<file path="config.mk">
export PLATFORM = sky130hd
export DESIGN_NAME = cmd_arbiter
export DESIGN_NICKNAME = d
export VERILOG_FILES = /design/src/rtl/tpu_pkg.sv /design/src/rtl/rr_arbiter.sv /design/src/rtl/cmd_arbiter.sv
export SDC_FILE = /design/constraint.sdc
export NUM_CORES = 1
export LEC_CHECK = 0
export CAP_MARGIN = 20
export CORE_ASPECT_RATIO = 0.75
export CORE_UTILIZATION = 34
export CTS_BUF_LIST = sky130_fd_sc_hd__clkbuf_8 sky130_fd_sc_hd__clkbuf_16
export DETAILED_ROUTE_END_ITERATION = 12
export GPL_ROUTABILITY_DRIVEN = 1
export PLACE_DENSITY = 0.75
export SLEW_MARGIN = 20
export SYNTH_ARGS = -nofsm -noshare
export SYNTH_HDL_FRONTEND = slang
export SYNTH_SLANG_ARGS = --single-unit
</file>
<file path="constraint.sdc">
create_clock -name clk -period 4 [get_ports clk]
set_clock_uncertainty 0.15 [all_clocks]
set_input_delay 0.8 -clock clk [delete_from_list [all_inputs] [get_ports clk]]
set_output_delay 0.8 -clock clk [all_outputs]
set_load 0.03 [all_outputs]
</file>
<file path="src/rtl/tpu_pkg.sv">
// Shared command-word layout for the TPU host interface: field offsets, the
// packed command struct and a helper that flags commands with an empty dimension.
package tpu_pkg;

   localparam int TPU_CMD_W = 64;
   localparam int DIM_W     = 8;
   localparam int ADDR_W    = 10;

   localparam int M_LSB = 0;
   localparam int K_LSB = 8;
   localparam int N_LSB = 16;
   localparam int A_LSB = 24;
   localparam int B_LSB = 34;
   localparam int C_LSB = 44;
   localparam int D_LSB = 54;

   localparam int DIMS_W = N_LSB + DIM_W;

   typedef struct packed {
      logic [ADDR_W-1:0] d_addr;
      logic [ADDR_W-1:0] c_addr;
      logic [ADDR_W-1:0] b_addr;
      logic [ADDR_W-1:0] a_addr;
      logic [DIM_W-1:0]  n;
      logic [DIM_W-1:0]  k;
      logic [DIM_W-1:0]  m;
   } cmd_t;

   // True when any of M, K or N is zero, i.e. the command describes no work.
   function automatic logic has_zero_dim(input logic [DIMS_W-1:0] dims);
      return (dims[M_LSB +: DIM_W] == 8'h00) ||
             (dims[K_LSB +: DIM_W] == 8'h00) ||
             (dims[N_LSB +: DIM_W] == 8'h00);
   endfunction

endpackage

</file>
<file path="src/rtl/rr_arbiter.sv">
// Round-robin one-hot selector: the search starts at ptr and wraps modulo N;
// the first requesting index wins.
module rr_arbiter #(
   parameter int N     = 4,
   parameter int IDX_W = $clog2(N)
) (
   input  logic [N-1:0]     req,
   input  logic [IDX_W-1:0] ptr,
   output logic [N-1:0]     grant,
   output logic [IDX_W-1:0] grant_idx
);

   localparam logic [IDX_W:0] N_W = (IDX_W+1)'(N);

   logic [IDX_W:0]   pos_s;
   logic [IDX_W-1:0] idx_s;
   logic             hit_s;
   logic             found_s;

   // Walk the requesters starting at ptr; ptr < N so one wrap subtraction suffices.
   always_comb begin
      grant     = '0;
      grant_idx = '0;
      found_s   = 1'b0;
      pos_s     = '0;
      idx_s     = '0;
      hit_s     = 1'b0;
      for (int k = 0; k < N; k++) begin
         pos_s     = {1'b0, ptr} + (IDX_W+1)'(k);
         idx_s     = (pos_s >= N_W) ? IDX_W'(pos_s - N_W) : IDX_W'(pos_s);
         hit_s     = req[idx_s] & ~found_s;
         grant[idx_s] = hit_s;
         grant_idx = hit_s ? idx_s : grant_idx;
         found_s   = found_s | req[idx_s];
      end
   end

endmodule

</file>
<file path="src/rtl/cmd_arbiter.sv">
// Host command arbiter: round-robin grant into a one-deep output register, with an
// in-order tag FIFO routing completion pulses back. Option: CMD_ARB_ZERO_DIM_FILTER_EN.
module cmd_arbiter
   import tpu_pkg::*;
#(
   parameter int NUM_REQ         = 4,
   parameter int MAX_OUTSTANDING = 4,
   parameter int CMD_WIDTH       = 64
) (
   input  logic                              clk,
   input  logic                              rst,
   input  logic [NUM_REQ-1:0]                req_valid,
   input  logic [NUM_REQ*CMD_WIDTH-1:0]      req_data,
   output logic [NUM_REQ-1:0]                req_ready,
   output logic                              cmd_valid,
   output logic [CMD_WIDTH-1:0]              cmd_data,
   input  logic                              cmd_ready,
   input  logic                              done_irq,
   output logic [NUM_REQ-1:0]                req_done,
   output logic [$clog2(MAX_OUTSTANDING):0]  inflight,
   output logic                              busy,
   output logic                              err_spurious_done
);

   localparam int IDX_W = $clog2(NUM_REQ);
   localparam int PTR_W = $clog2(MAX_OUTSTANDING);
   localparam int CNT_W = PTR_W + 1;
   localparam logic [CNT_W-1:0] MAX_CNT  = CNT_W'(MAX_OUTSTANDING);
   localparam logic [IDX_W-1:0] LAST_IDX = IDX_W'(NUM_REQ - 1);

   logic [IDX_W-1:0]     rr_ptr_r;
   logic [NUM_REQ-1:0]   arb_grant_s;
   logic [IDX_W-1:0]     arb_idx_s;
   logic [NUM_REQ-1:0]   grant_s;
   logic                 out_free_s;
   logic [CMD_WIDTH-1:0] sel_data_s;
   logic                 zero_dim_s;
   logic                 accept_s;
   logic                 fwd_s;
   logic                 drop_s;
   logic                 pop_s;
   logic [NUM_REQ-1:0]   pop_mask_s;
   logic [IDX_W-1:0]     head_tag_s;

   logic                 cmd_valid_r;
   logic [CMD_WIDTH-1:0] cmd_data_r;
   logic [CNT_W-1:0]     inflight_r;
   logic [NUM_REQ-1:0]   req_done_r;
   logic                 err_r;
   logic [IDX_W-1:0]     tag_mem_r [MAX_OUTSTANDING];
   logic [PTR_W-1:0]     wr_ptr_r;
   logic [PTR_W-1:0]     rd_ptr_r;

   rr_arbiter #(
      .N     (NUM_REQ),
      .IDX_W (IDX_W)
   ) u_rr (
      .req       (req_valid),
      .ptr       (rr_ptr_r),
      .grant     (arb_grant_s),
      .grant_idx (arb_idx_s)
   );

   // Grant only into a free output stage with FIFO room; inflight is the registered
   // value, so a completion in a full cycle opens the grant one cycle later.
   always_comb begin
      grant_s    = '0;
      out_free_s = !cmd_valid_r || cmd_ready;
      if (!rst && out_free_s && (inflight_r < MAX_CNT)) begin
         grant_s = arb_grant_s;
      end else begin
         grant_s = '0;
      end
   end

   // One-hot data mux of the granted requester's command slice.
   always_comb begin
      sel_data_s = '0;
      for (int i = 0; i < NUM_REQ; i++) begin
         sel_data_s = sel_data_s |
                      (req_data[i*CMD_WIDTH +: CMD_WIDTH] & {CMD_WIDTH{grant_s[i]}});
      end
   end

`ifdef CMD_ARB_ZERO_DIM_FILTER_EN
   assign zero_dim_s = has_zero_dim(sel_data_s[DIMS_W-1:0]);
`else
   assign zero_dim_s = 1'b0;
`endif

   assign accept_s   = |grant_s;
   assign fwd_s      = accept_s & ~zero_dim_s;
   assign drop_s     = accept_s & zero_dim_s;
   assign pop_s      = done_irq && (inflight_r != '0);
   assign head_tag_s = tag_mem_r[rd_ptr_r];

   // Completion pulse goes to the requester whose tag sits at the FIFO head.
   always_comb begin
      pop_mask_s = '0;
      for (int i = 0; i < NUM_REQ; i++) begin
         pop_mask_s[i] = pop_s && (head_tag_s == IDX_W'(i));
      end
   end

   // Output stage, tag pointers, outstanding count, RR pointer and error flag.
   always_ff @(posedge clk) begin
      if (rst) begin
         cmd_valid_r <= 1'b0;
         cmd_data_r  <= '0;
         inflight_r  <= '0;
         req_done_r  <= '0;
         err_r       <= 1'b0;
         wr_ptr_r    <= '0;
         rd_ptr_r    <= '0;
         rr_ptr_r    <= '0;
      end else begin
         if (fwd_s) begin
            cmd_valid_r <= 1'b1;
            cmd_data_r  <= sel_data_s;
         end else if (cmd_ready) begin
            cmd_valid_r <= 1'b0;
         end

         req_done_r <= pop_mask_s | (drop_s ? grant_s : '0);

         case ({fwd_s, pop_s})
            2'b10:   inflight_r <= inflight_r + CNT_W'(1);
            2'b01:   inflight_r <= inflight_r - CNT_W'(1);
            default: inflight_r <= inflight_r;
         endcase

         if (fwd_s) begin
            wr_ptr_r <= wr_ptr_r + PTR_W'(1);
         end
         if (pop_s) begin
            rd_ptr_r <= rd_ptr_r + PTR_W'(1);
         end

         if (accept_s) begin
            rr_ptr_r <= (arb_idx_s == LAST_IDX) ? '0 : arb_idx_s + IDX_W'(1);
         end

         if (done_irq && (inflight_r == '0)) begin
            err_r <= 1'b1;
         end
      end
   end

   // Tag storage needs no reset: the pointers define which entries are live.
   always_ff @(posedge clk) begin
      if (fwd_s) begin
         tag_mem_r[wr_ptr_r] <= arb_idx_s;
      end
   end

   assign req_ready         = grant_s;
   assign cmd_valid         = cmd_valid_r;
   assign cmd_data          = cmd_data_r;
   assign inflight          = inflight_r;
   assign req_done          = req_done_r;
   assign err_spurious_done = err_r;
   assign busy              = !rst && ((inflight_r != '0) || cmd_valid_r);

endmodule
</file>
==> Word-level counts from Yosys, hierarchy flattened <==
Memories as Yosys holds them, arrays and structs flattened. A register that Yosys moved wholly into a read port is not among the register bits.
Index checks and enable logic that the tools add are counted.
{ "word_totals": {"in_bits": 264, "ramBits": 8, "out_inout_bits": 78, "mem_count": 1, "register_bits": 79} }
{ "classes": {"reduce_logical": 23, "bitwise": 16, "n_eq_ne": 6, "n_addsub": 12, "muxes": 36, "n_lt_le_gt_ge": 13} }
{ "memory_table": {"columns": ["name", "words", "width", "read_ports", "rd_clocked_by_memory_dff", "wr", "line_no", "source"], "rows": [
  ["tag_mem_r", 4, 2, 1, 1, 1, "cmd_arbiter.sv:50", "logic [IDX_W-1:0] tag_mem_r [MAX_OUTSTANDING];"]
]} }
{ "ops": {"columns": ["operator", "count"], "rows": [
  ["$and 64x64->64", 4],
  ["$or 64x64->64", 3],
  ["$mux 2", 11],
  ["$logic_and 1x1->1", 13],
  ["$bwmux 4", 3],
  ["$lt 2x3->1 const B", 4],
  ["$mux 1", 12],
  ["$ge 3x3->1 const B", 3],
  ["$bmux 1 s2", 4],
  ["$demux 1 s2", 4],
  ["$eq 2x2->1 const B", 4],
  ["$ge 2x1->1 const B", 4],
  ["$sub 2x1->2 const B", 4],
  ["$add 2x1->2 const B", 3],
  ["$add 2x2->3 const B", 2],
  ["$pmux 3 s2", 1],
  ["$and 4x4->4", 1],
  ["$eq 2x1->1 const B", 2],
  ["$mux 4", 1],
  ["$reduce_bool 2->1", 2],
  ["$reduce_or 4->1", 1],
  ["$add 2x1->3 const B", 1],
  ["$add 3x1->3 const B", 1],
  ["$and 1x1->1", 3],
  ["other kinds (10)", 15]
]} }

==> Longest topological paths before layout <==
Gate-level depths: netlist of the first run.
{ "logic_depth": {"depth_word": 15, "mapped_depth": 18, "mapped_depth_nobuf": 14} }

==> Modules after synthesis <==
Synthesis of the first run repeated with hierarchy kept, for this count alone.
{ "hier_totals": {"hier_cells": 541, "area_unflattened_um2": 5108.6} }
{ "modules_own_cells": {"columns": ["mod", "seq_area_each_um2", "area_each_um2", "n_inst", "cells_per_inst"], "rows": [
  ["cmd_arbiter", 1861.8, 4593.2, 1, 483],
  ["rr_arbiter", 0.0, 515.5, 1, 58]
]} }

==> Worst setup path before layout of the first run <==
Ideal clock, no wire load.
{ "synth_timing": {"kind": "in2reg", "startpoint": "input req_valid[2]", "endpoint": "register inflight_r[2], in the netlist inflight[2]", "setup_ps": 71, "path_stages": 15, "setup_slack_ps": -130, "t_arrival_ps": 3909, "cell_sequence": "clkbuf_1 -> nor2b_1 -> mux4_2 -> a21boi_0 -> o32a_1 -> or4b_1 -> buf_2 -> buf_2 -> inv_2 -> ha_1 -> inv_1 -> fa_1 -> xor2_1 -> or3_1 -> a21oi_1"} }
{ "synth_between": {"elab_chain_cells": 11} }
{ "synth_lines": {"columns": ["item", "line_no", "source"], "rows": [
  ["start: declaration", "cmd_arbiter.sv:12", "input logic [NUM_REQ-1:0] req_valid,"],
  ["$bmux 1 s2", "rr_arbiter.sv:31, rr_arbiter.sv:34", null],
  ["$mux 1 (not written as such)", "rr_arbiter.sv:31, rr_arbiter.sv:34", null],
  ["$not 1->1 or $or 1x1->1 (tied branches)", "rr_arbiter.sv:31, rr_arbiter.sv:34", null],
  ["$and 1x1->1, or another cell as far along", "rr_arbiter.sv:31", "hit_s = req[idx_s] & ~found_s;"],
  ["$bwmux 4, or another cell as far along", "rr_arbiter.sv:32", "grant[idx_s] = hit_s;"],
  ["$bwmux 4 or $and 1x1->1 (tied branches)", "rr_arbiter.sv:32, rr_arbiter.sv:31", null],
  ["$bwmux 4 (*)", "rr_arbiter.sv:32", null],
  ["$mux 4 (*)", "cmd_arbiter.sv:69", "if (!rst && out_free_s && (inflight_r < MAX_CNT)) begin"],
  ["$reduce_or 4->1 (*)", "cmd_arbiter.sv:91", "assign accept_s = |grant_s;"],
  ["$eq 2x1->1 or $eq 2x2->1 (tied branches)", "cmd_arbiter.sv:126", "case ({fwd_s, pop_s})"],
  ["$pmux 3 s2 or $reduce_bool 2->1 (tied branches)", null, null],
  ["end signal: assignment", "cmd_arbiter.sv:127", "2'b10: inflight_r <= inflight_r + CNT_W'(1);"],
  ["end signal: assignment", "cmd_arbiter.sv:128", "2'b01: inflight_r <= inflight_r - CNT_W'(1);"],
  ["end signal: assignment", "cmd_arbiter.sv:129", "default: inflight_r <= inflight_r;"],
  ["end: declaration", "cmd_arbiter.sv:47", "logic [CNT_W-1:0] inflight_r;"]
]} }
Every way passes the cells marked *; elsewhere a longest branch is shown, timed or not. The select of a mux whose other input is x is not followed.
A chain may end at the register's enable or synchronous reset.

==> Final worst setup path of the first run <==
Ends and elaborated chain as after synthesis.

==> results.toml, run 1 <==
[run_status]
outcome = "finished, final reports clean"

[synth]
syn_nets = 863
synth_area_per_cell_sq_um = 9.208
synthTopCellsByArea = "dfxtp_1, a22oi_1, a311oi_1"
synth_warnings = 0
ys_seq_elements = 89
synthDistinctLibCells = 54
yosysTopAreaCellShare = 0.3000
synth_edf_count = 8
postSynth.asyncResetShare = 0
yosysSeqAreaShare = 0.3444
synth_flop_cell = "dfxtp_1"
synth_area_leader_cell = "dfxtp_1"
postSynthCellCount = 587
syn-cell-area_sq_um = 5405

[setup_path]
worstPathArrival_ns = 4.03
path_class = "input port to register"
cp_cell_sequence = "dlygate4sd2_1, buf_4, nor2b_1, mux4_2, a21oi_2, a2111oi_4, or4b_4, inv_4, ha_4, inv_1, fa_2, xor2_1, or3_1, a21oi_2"
worstPathMaxFanout = 7
cp_common_cell = "a21oi_2"
critPathCaptureType = "register"
required_ns = 4.11
worst_path_max_delay_cell = "or4b_4"
slowest_delay_ns = 0.58
startpoint_type = "input port"

[global_route]
grt_antenna_before_repair = 0
first_global_vias = 6266
grt.total_usage = 0.2870
overflow = 0
grt_pass1_wl_mm = 36.27
grt_max_degree = 81

[timing]
slew_headroom = 0.3619
layout_setup_ws_ns = 0.08777
fin_crit_sh = 0.9781
period_minus_slack_ns = 3.912
hold_violations = 0
worst_pin_slew_ns = 0.9571
fin_hold_ws_ns = 0.3406
slew_viol_final = 0
clock.fmax_mhz = 255.6
finalSetupViolCount = 0
tns_ns = 0

[cts]
htree_levels = 3
cts_max_path_buffers = 2
clock_latency_ns = 0.34
cts_tree = "yes"
cts.sinks = 89
cts-root-buf = "clkbuf_16"
path_clk_slew_ns = 0.07
cts_buffers = 9
postCtsHoldBufs = 0

[drt]
first_pass_iters = 6
drt-total-wl_mm = 24.09
viasPerCell = 5.788
drt_iter0_drc = 578
drc_errors = 0
vias = 6523
wire_per_inst_um = 21.37
detail-route-antenna-nets = 0

[finish]
fin_nets = 1193
final_cell_area_sq_um = 9668
syn2layout_area_growth_pct = 78.87
num_antenna_cells = 0
post-route-util = 0.6290
instances_no_fill = 1127
drive_gt1_frac = 0.1117

[floorplanning]
io_pins = 342
core_sq_um = 15370
die_w_um = 147.6
die_h_um = 111.2
start_util = 0.3516
rows = 39
dieArea_sq_um = 16410

[place]
post-dp-hpwl_mm = 16.65
portBuffers = 341
gp_congestion = 0.8436
dp_cells = 1099
dp_slack_ns = -0.5216
placed_area_sq_um = 9089

[power]
power_mw = 6.917
p_per_area_nw_per_um2 = 715.4
vdd_drop_max_mv = 0.8125
p_leak_nw = 3.413

[flow_run]
maxCapViolCount = 0

[min_path]
hold_class = "register to register"
## where the power goes
group	internal (mW)	switching, mW	leakage, nW
registers	1.21	0.149	0.742
clock network	0.440	0.428	0.142
logic	2.05	2.64	2.53
total	3.70	3.21	3.41
## routing by layer
layer  wire, um  vias up  GRT usage  share of wire
met5          0        -          0              0
met4        290        0    0.05223          0.012
met3       2016       23    0.06502          0.084
met2      11440      307     0.4855           0.47
met1      10340     3119     0.3740           0.43
li1           -     3074          -              -
## cell usage in the layout (no fill, tap or decap), types with 7 or more instances in the layout
cell type	instances
a21oi_1	10
a222oi_1	36
a22o_1	36
a22oi_1	92
a311oi_1	60
buf_4	43
clkbuf_16	9
clkdlybuf4s50_1	332
dfxtp_1	81
edfxtp_1	8
ha_1	8
inv_1	12
nor2_1	78
nor2b_1	7
## final timing paths
path,startpoint,endpoint,slack (ns),depth (start not counted)
worst max-delay path,req_valid[2],inflight[2],0.09,14
worst min register to register,err_spurious_done,err_spurious_done,0.34,2
worst max register to register,rr_ptr_r[1],cmd_data[34],0.24,11
worst min-delay path,err_spurious_done,err_spurious_done,0.34,2
## cell usage after synthesis (2+ instances only)
cell / n
buf_6: 6
a21oi_1: 12
nand2_1: 5
mux2i_1: 3
clkbuf_1: 44
a311o_1: 2
o21ai_0: 3
a311oi_2: 4
nand3b_1: 3
xor2_1: 3
nor3_1: 2
buf_2: 15
buf_4: 3
a2111oi_2: 3
a21o_1: 3
inv_1: 12
a31oi_1: 4
nor2b_1: 7
edfxtp_1: 8
xnor2_1: 3
nand2b_1: 4
a311oi_1: 61
inv_2: 2
and2_1: 4
buf_1: 3
or3_1: 5
a222oi_1: 36
a22oi_1: 92
dfxtp_1: 81
mux4_2: 5
nor2_1: 80
a21boi_0: 2
ha_1: 11
a22o_1: 36
## registers in the layout, summed over array words and instances, names as in the netlist, named ones only
signal / flops
req_done: 4
wr_ptr_r: 2
rd_ptr_r: 2
cmd_data: 64
cmd_valid: 1
err_spurious_done: 1
inflight: 3
tag_mem_r: 8
rr_ptr_r: 1
## critical path: cells and delay by family
kind	cells	cell delay (ns)
AO/OA/AOI/OAI	3	0.41
XOR/XNOR	1	0.15
adder cells (fa/ha/maj)	2	0.47
buffers and inverters	4	0.57
multiplexers	1	0.55
AND/OR/NAND/NOR	3	1.07
## final cells by class
class / instances / area [sq um]
well taps: 205 / 256.5
repair buffers: 390 / 3906
clock inverters: 7 / 67.56
clock buffers: 9 / 225.2
multi-input cells: 412 / 3291
flip-flops and latches: 89 / 1862
fillers: 1362 / 5703
inverters: 15 / 60.06
## cell families (layout without fill, tap and decap cells)
| group | after synthesis | count (layout) | share of synthesized area |
|---|---|---|---|
| multiplexers | 9 | 9 | 0.02847 |
| flip-flops | 89 | 89 | 0.3444 |
| AND/OR/NAND/NOR | 117 | 117 | 0.09884 |
| XOR/XNOR | 6 | 6 | 0.009724 |
| buffers and inverters | 86 | 421 | 0.07361 |
| adder cells (fa/ha/maj) | 12 | 12 | 0.02917 |
| AO/OA/AOI/OAI | 268 | 268 | 0.4157 |
## what timing repair did
action | 4_1_cts | 5_1_grt
resized for setup | 24 | 5
buffers inserted | 8 | 1
endpoints found under the setup margin | 43 | 3
gates cloned | 3 | 0
pin swaps | 10 | 4
Note: power is estimated with default switching activity, not from simulation.
==> run 2, diff against run 1 <==
CORE_AREA = 2 2 133 135   (was default)
CORE_ASPECT_RATIO = default   (was 0.75)
CORE_UTILIZATION = default   (was 34)
DIE_AREA = 0 0 135 137   (was default)
PLACE_DENSITY = 0.71   (was 0.75)
==> results.toml, run 2 (same netlist as run 1, synthesis figures left out) <==
[setup_path]
worstPathMaxFanout = 3
worstPathArrival_ns = 4.02
worstReg2RegStart = "rr_ptr_r[1]"
startpoint_type = "input port"
reg2reg_slack_ns = 0.24
timing.rr.end = "inflight[2]"
reg2reg_depth = 14
endpoint = "inflight[2]"
cp-startpoint = "req_valid[2]"
critPathCaptureType = "register"
path_class = "input port to register"
required_ns = 4.12

[global_route]
grt.total_usage = 0.2519
grt_pass1_wl_mm = 35.60
first_global_vias = 6291
overflow = 0
grt_max_degree = 92
grt_antenna_before_repair = 1

[finish]
largest_register_ffs = 64
drive_gt1_frac = 0.1071
final_cell_area_sq_um = 9587
seqCellArea_sq_um = 1862
fin_nets = 1195
final_cell_mix = "clkdlybuf4s50_1, a22oi_1, dfxtp_1, nor2_1, a311oi_1"
post-route-util = 0.5621
syn2layout_area_growth_pct = 77.36
final_common_cell = "clkdlybuf4s50_1"
nFillCells = 1571
multiInputGateArea_sq_um = 3262

[cts]
cts_tree = "yes"
cts_max_path_buffers = 2
path_clk_slew_ns = 0.07
htree_levels = 3
cts-root-buf = "clkbuf_16"
clock_latency_ns = 0.34
cts.sinks = 89
cts_buffers = 9

[drt]
viasPerCell = 5.684
drt-total-wl_mm = 24.73
first_pass_iters = 8
detail-route-antenna-nets = 0
drc_errors = 0
wire_per_inst_um = 21.50
drt_iter0_drc = 522
vias = 6537

[floorplanning]
rows = 48
io_pins = 342
start_util = 0.3169
dieArea_sq_um = 18500
die_w_um = 135
core_sq_um = 17060
die_h_um = 137

[timing]
fin_crit_sh = 0.9763
period_minus_slack_ns = 3.905
clock.fmax_mhz = 256.1
slew_viol_final = 0
finalSetupViolCount = 0
slew_headroom = 0.3507
layout_setup_ws_ns = 0.09468
rsz0062_at_grt = "no"
hold_violations = 0
worst_pin_slew_ns = 0.9740

[place]
gp_congestion = 0.8732
portBuffers = 341
post-dp-hpwl_mm = 17.62
dp_slack_ns = -0.4216
placed_area_sq_um = 9129

[power]
vdd_drop_max_mv = 0.6328
p_leak_nw = 3.383
p_per_area_nw_per_um2 = 699.4

[min_path]
hold_class = "register to register"

[run_status]
outcome = "finished, final reports clean"

[flow_run]
maxCapViolCount = 0
==> run 2: cell types whose count changed in the layout (fill, tap and decap cells not counted), moves of 3 or more <==
cell | previous run | this run
buf_4 | 43 | 47
buf_12 | 5 | 2
buf_6 | 2 | 5
inv_6 | 3 | 0
==> run 2: stage by stage <==
stage               TNS [ns]  instances  hold WS, ns  total power [mW]
global route               0       1150       0.3621             7.131
floorplan                  0        587       0.3347             4.363
global placement      -19.77       1121       0.3091             5.676
detailed placement    -22.34       1121       0.3189             5.733
finish                     0       1150       0.3425             6.705
CTS                        0       1149       0.3338             6.716
==> run 2: how the worst min path moves through the flow <==
stage | start | to | slack [ns] | depth (start not counted)
after detailed placement | err_spurious_done | err_spurious_done | 0.32 | 2
after CTS | err_spurious_done | err_spurious_done | 0.33 | 2
after global placement | err_spurious_done | err_spurious_done | 0.31 | 2
after global routing | cmd_data[7] | cmd_data[7] | 0.36 | 2
after floorplan | rd_ptr_r[1] | register | 0.33 | 2
final | err_spurious_done | err_spurious_done | 0.34 | 2
==> run 2: cell type report <==
| cell class | count | share of cell area |
|---|---|---|
| Timing Repair Buffer | 392 | 0.4011 |
| Inverter | 15 | 0.006134 |
| Tap cell | 225 | 0.02937 |
| Antenna cell | 1 | 0.0002610 |
| Clock buffer | 10 | 0.02493 |
| Sequential cell | 89 | 0.1942 |
| Multi-Input combinational cell | 412 | 0.3403 |
| Clock inverter | 6 | 0.003785 |
==> run 2: metal layers <==
layer  track usage  vias up  share of wire
met5             0        -              0
met4        0.1065        0          0.032
met3       0.05963       50          0.087
met2        0.4343      319           0.49
met1        0.3004     3100           0.39
li1              -     3068              -
==> run 2: critical path, stage by stage <==
cell	delay (ns)
dlygate4sd2_1	0.27
buf_4	0.15
mux4_2	0.53
a311oi_4	0.35
a2111oi_4	0.08
buf_4	0.16
or4b_4	0.50
inv_4	0.08
ha_4	0.13
inv_1	0.05
fa_2	0.33
xor2_1	0.15
or3_1	0.31
a21oi_1	0.14
==> run 2: what timing repair did <==
item | in CTS | in global routing
pin swaps | 4 | 1
hold buffers | 0 | 0
endpoints found under the setup margin | 20 | 1
gates cloned | 1 | 0
setup buffers | 11 | 0
resized for setup | 18 | 2
==> run 2: power breakdown <==
part	internal (mW)	switching [mW]	total (mW)
logic	1.93	2.59	4.53
registers	1.21	0.145	1.36
clock network	0.435	0.382	0.817
total	3.58	3.12	6.70
